File: config.mk
export PLATFORM = sky130hd
export DESIGN_NAME = bcd_serial_adder
export DESIGN_NICKNAME = d
export VERILOG_FILES = /design/src/rtl/bcd_serial_adder.sv
export SDC_FILE = /design/constraint.sdc
export NUM_CORES = 1
export LEC_CHECK = 0
export ABC_AREA = 1
export BUFFER_PORTS_ARGS = -buffer_cell sky130_fd_sc_hd__buf_2
export CAP_MARGIN = 20
export CORE_MARGIN = 2
export CORE_UTILIZATION = 58
export CTS_CLUSTER_SIZE = 10
export DETAILED_ROUTE_END_ITERATION = 10
export GPL_ROUTABILITY_DRIVEN = 0
export PLACE_DENSITY_LB_ADDON = 0.2
export SYNTH_ARGS = -nofsm -noshare
export SYNTH_HDL_FRONTEND = slang
export SYNTH_SLANG_ARGS = --single-unit
File: constraint.sdc
create_clock -name clk -period 5.25 [get_ports clk]
set_clock_uncertainty 0.1 [all_clocks]
set_input_delay 1.3125 -clock clk [delete_from_list [all_inputs] [get_ports clk]]
set_output_delay 1.3125 -clock clk [all_outputs]
set_load 0.05 [all_outputs]
File: src/rtl/bcd_serial_adder.sv
// Purpose : multi-digit packed-BCD adder, one decimal digit per clock, LSD first.
// Latency : start sampled at edge T -> busy cycles T+1..T+DIGITS -> done pulse in cycle T+DIGITS+1.
// Backpr. : none queued; start is ignored unless IDLE, and caller must wait for done.
//
// Ports:
//   clk, rst          rising-edge clock, synchronous active-high reset
//   start             request, only honoured in IDLE
//   a, b, cin         packed-BCD operands (digit 0 in [3:0]) and carry into digit 0
//   busy              high while digits are being processed
//   done              one-cycle pulse when sum/cout/invalid are final
//   sum, cout         packed-BCD result and carry out of the top digit
//   invalid           some operand digit was >9 in the current operation (sticky)
module bcd_serial_adder #(
  parameter int DIGITS = 4
) (
  input  logic                clk,
  input  logic                rst,
  input  logic                start,
  input  logic [4*DIGITS-1:0] a,
  input  logic [4*DIGITS-1:0] b,
  input  logic                cin,
  output logic                busy,
  output logic                done,
  output logic [4*DIGITS-1:0] sum,
  output logic                cout,
  output logic                invalid
);

  localparam int W  = 4 * DIGITS;
  localparam int IW = (DIGITS > 1) ? $clog2(DIGITS) : 1;

  typedef enum logic [1:0] {
    S_IDLE = 2'd0,
    S_ADD  = 2'd1,
    S_DONE = 2'd2
  } state_t;

  state_t          state_q;
  logic [IW-1:0]   idx_q;
  logic [W-1:0]    a_q;
  logic [W-1:0]    b_q;
  logic            carry_q;
  logic [W-1:0]    sum_q;
  logic            cout_q;
  logic            invalid_q;
  logic            busy_q;
  logic            done_q;

  // Current digit pair selected by idx_q.
  logic [3:0]      a_dig;
  logic [3:0]      b_dig;
  logic [4:0]      s5;
  logic [3:0]      dig_d;
  logic            carry_d;
  logic            bad_dig;
  logic [W-1:0]    sum_d;

  always_comb begin
    a_dig = 4'd0;
    b_dig = 4'd0;
    for (int i = 0; i < DIGITS; i++) begin
      if (idx_q == IW'(i)) begin
        a_dig = a_q[4*i +: 4];
        b_dig = b_q[4*i +: 4];
      end
    end
  end

  // Single-digit BCD add with +6 correction. Non-decimal inputs go through
  // the same rule (s up to 31); they only raise the invalid flag.
  always_comb begin
    s5      = {1'b0, a_dig} + {1'b0, b_dig} + {4'd0, carry_q};
    bad_dig = (a_dig > 4'd9) || (b_dig > 4'd9);
    if (s5 > 5'd9) begin
      dig_d   = s5[3:0] + 4'd6;
      carry_d = 1'b1;
    end else begin
      dig_d   = s5[3:0];
      carry_d = 1'b0;
    end
  end

  // Drop the new digit into its slot; untouched digits keep their value
  // (still zero for digits not yet processed).
  always_comb begin
    sum_d = sum_q;
    for (int i = 0; i < DIGITS; i++) begin
      if (idx_q == IW'(i)) begin
        sum_d[4*i +: 4] = dig_d;
      end
    end
  end

  always_ff @(posedge clk) begin
    if (rst) begin
      state_q   <= S_IDLE;
      idx_q     <= '0;
      a_q       <= '0;
      b_q       <= '0;
      carry_q   <= 1'b0;
      sum_q     <= '0;
      cout_q    <= 1'b0;
      invalid_q <= 1'b0;
      busy_q    <= 1'b0;
      done_q    <= 1'b0;
    end else begin
      case (state_q)
        S_IDLE: begin
          done_q <= 1'b0;
          if (start) begin
            a_q       <= a;
            b_q       <= b;
            carry_q   <= cin;
            sum_q     <= '0;
            cout_q    <= 1'b0;
            invalid_q <= 1'b0;
            idx_q     <= '0;
            busy_q    <= 1'b1;
            state_q   <= S_ADD;
          end
        end

        S_ADD: begin
          sum_q   <= sum_d;
          carry_q <= carry_d;
          if (bad_dig) begin
            invalid_q <= 1'b1;
          end
          if (idx_q == IW'(DIGITS - 1)) begin
            cout_q  <= carry_d;
            busy_q  <= 1'b0;
            done_q  <= 1'b1;
            state_q <= S_DONE;
          end else begin
            idx_q <= idx_q + IW'(1);
          end
        end

        S_DONE: begin
          // start seen here is deliberately dropped.
          done_q  <= 1'b0;
          state_q <= S_IDLE;
        end

        default: begin
          busy_q  <= 1'b0;
          done_q  <= 1'b0;
          state_q <= S_IDLE;
        end
      endcase
    end
  end

  assign busy    = busy_q;
  assign done    = done_q;
  assign sum     = sum_q;
  assign cout    = cout_q;
  assign invalid = invalid_q;

endmodule

==> flow_metrics.env <==
export IMPL_status="finished clean"
export IMPL_start_kind="flip-flop"
export IMPL_synth_cells=354
export IMPL_max_slew_margin=0.623
export IMPL_dieArea_sq_um=5270
export IMPL_fin_area_sq_um=3210
export IMPL_critPathMaxFanout=14
export IMPL_grt_max_degree=46
export IMPL_synth_edff_count=0
export IMPL_die_x_microns=72.6
export IMPL_dr_pass1_iters=5
export IMPL_routed_via_density=5.47
export IMPL_drc=0
export IMPL_synth_area_leaders="dfxtp_1, nor2_1, o21ai_0, nand2_1, a21oi_1"
export IMPL_nets=452
export IMPL_placed_area_sq_um=2970
export IMPL_synth_top_area_frac=0.418
export IMPL_cts_sinks=57
export IMPL_clock_fmax_mhz=261
export IMPL_io_pins=56
export IMPL_crit_arrival_ns=4.00
export IMPL_cap_violations=0
export IMPL_synth_warnings=0
export IMPL_min_path_type="reg2reg"
export IMPL_rsz0062_at_grt="no"
export IMPL_grt_first_pass_wirelength_microns=10700
export IMPL_worstMarginPinSlew_ns=0.565
export IMPL_cts_root_buf="clkbuf_8"
export IMPL_rows=24
export IMPL_ys_flop_type="dfxtp_1"
export IMPL_cts_hold_buf=0
export IMPL_hold_depth=2
export IMPL_ctsResizeCount=0
export IMPL_cts_buffers=9
export IMPL_drt_initial_drc_count=217
export IMPL_num_vias=2529
export IMPL_core_sq_um=4440
export IMPL_clk_pin_slew_ns=0.06
export IMPL_hold_viol=0
export IMPL_hpwl_microns=4500
export IMPL_antenna_cells=0
export IMPL_drive_gt1_frac=0.244
export IMPL_grt_usage=0.268
export IMPL_htreeDepth=3
export IMPL_hold_path_end="sum[8]"
export IMPL_syn_to_final_growth_pct=17.6
export IMPL_synth_seq_cells=57
export IMPL_start_util=0.614
export IMPL_clock_latency_ns=0.34
export IMPL_yosysTopAreaCell="dfxtp_1"
export IMPL_period_minus_slack_ns=3.83
export IMPL_grt_pass1_vias=2418
export IMPL_seq_area_frac_synth=0.418
export IMPL_worstSetupEndpointType="flip-flop"
export IMPL_r2r_end="sum[10]"
export IMPL_cp_required_ns=5.42
export IMPL_synth_net_count=400
export IMPL_vdd_drop_max_mv=0.214
export IMPL_fin_crit_sh=0.730
export IMPL_power_density_nw_per_um2=415
export IMPL_antenna_found_initial=0
export IMPL_synthTopCellsByCount="nor2_1, dfxtp_1, nand2_1"
export IMPL_port_buffers=55
export IMPL_tns_ns=0
export IMPL_fin_ws_ns=1.42
export IMPL_setup_viol=0
export IMPL_syn_area_per_cell_sq_um=7.71
export IMPL_cts_tree="yes"
export IMPL_cts_setup_buffers=0
export IMPL_placedCellCount=446
export IMPL_dpl_worst_slack_ns=1.52
export IMPL_r2r_setup_slack_ns=1.42
export IMPL_synth_area_sq_um=2730
export IMPL_grt_overflow=0
export IMPL_leakagePower_uw=0.00149
export IMPL_ant_nets=0
export IMPL_ys_types=36
export IMPL_finalWirelength_microns=6420
export IMPL_slew_violations=0
export IMPL_synthArstFlopShare=0
export IMPL_finalNonFillerCells=462
export IMPL_yosysMostFrequentCell="nor2_1"
export IMPL_die_height_microns=72.6
export IMPL_wl_per_cell_microns=13.9
export IMPL_r2r_cells=18
export IMPL_cts_max_path_buffers=2
export IMPL_rr_startpoint="idx_q[0]"
export IMPL_worstHoldStart="sum[8]"
export IMPL_path_class="reg2reg"
export IMPL_fillers=368
cells by family after synthesis:
group,after synthesis,synth area share
flops,57,0.418
simple gates,139,0.228
fa+ha+maj,10,0.0514
compound gates,102,0.221
buf+inv,46,0.0816
layout by cell type, fill, tap and decap left out:
cell type	n
clkinv_2	1
nand2_1	49
fa_1	2
nand2_4	1
o21ai_1	6
a21oi_4	1
a211oi_2	1
nor2_2	2
nand2_2	3
o21bai_1	1
nand3_1	9
nand3_2	1
dfxtp_1	57
o21ai_4	3
buf_2	55
a21oi_1	34
o211ai_1	3
a21oi_2	2
a211oi_1	1
nor2_4	3
nor2_1	65
o21ai_2	1
clkbuf_8	13
inv_2	6
bufinv_16	1
a22oi_1	2
inv_4	2
ha_1	8
buf_16	1
a21boi_2	1
nor2_8	2
inv_1	23
nor3_1	1
nand4_1	3
a21boi_0	1
o21ai_0	44
a31oi_1	1
power breakdown:
group	internal, uW	leakage, uW	switching [uW]
clock network	267	0.000112	170
logic	128	0.000908	269
registers	474	0.000470	23.1
worst max-delay path, cell delays in order (launching register included):
cell and delay [ns]:
dfxtp_1 0.33, ha_1 0.40, inv_1 0.37, o21ai_0 0.15, a21oi_1 0.15, a21oi_1 0.07
fa_1 0.46, fa_1 0.45, inv_1 0.07, nand2_1 0.07, nand2_2 0.10, ha_1 0.19
nand2_1 0.06, a21boi_2 0.15, nand2_1 0.11, nand2_2 0.08, nand2_1 0.07, nand3_1 0.16
a21oi_1 0.20
stage by stage:
step	utilization	power, uW	hold slack, ns
after global placement	0.668	883	0.348
after detailed placement	0.668	891	0.352
after global routing	0.722	1400	0.382
after floorplan	-	810	0.329
final	0.722	1330	0.357
after CTS	0.716	1320	0.360
worst max path at each step:
stage / from / end / slack, ns / depth (start not counted)
global route: idx_q[0] / sum[10] / 1.19 / 18
global placement: idx_q[0] / sum[2] / 1.65 / 18
finish: idx_q[0] / sum[10] / 1.42 / 18
detailed placement: idx_q[0] / sum[6] / 1.52 / 18
CTS: idx_q[0] / sum[10] / 1.47 / 18
floorplan: idx_q[0] / sum[1] / 2.05 / 20
per-layer routing:
layer / up-vias / GRT usage / share of wire
met2: 91 / 0.412 / 0.46
met5: - / 0 / 0
li1: 1267 / - / -
met1: 1154 / 0.350 / 0.45
met3: 17 / 0.0718 / 0.070
met4: 0 / 0.126 / 0.023
cell type report:
type | instances | area (sq um) | area share
Clock buffer | 13 | 179 | 0.0558
Clock inverter | 2 | 35.0 | 0.0109
Inverter | 31 | 121 | 0.0378
Multi-Input combinational cell | 251 | 1370 | 0.425
Sequential cell | 57 | 1140 | 0.356
Tap cell | 52 | 65.1 | 0.0203
Timing Repair Buffer | 56 | 303 | 0.0943
state kept, by name, summed over array words and instances (netlist names):
| signal | count |
|---|---|
| a_q | 16 |
| b_q | 16 |
| sum | 16 |
| idx_q | 2 |
| state_q | 2 |
| busy | 1 |
| carry_q | 1 |
| cout | 1 |
| done | 1 |
| invalid | 1 |
(Power assumes the default switching activity.)
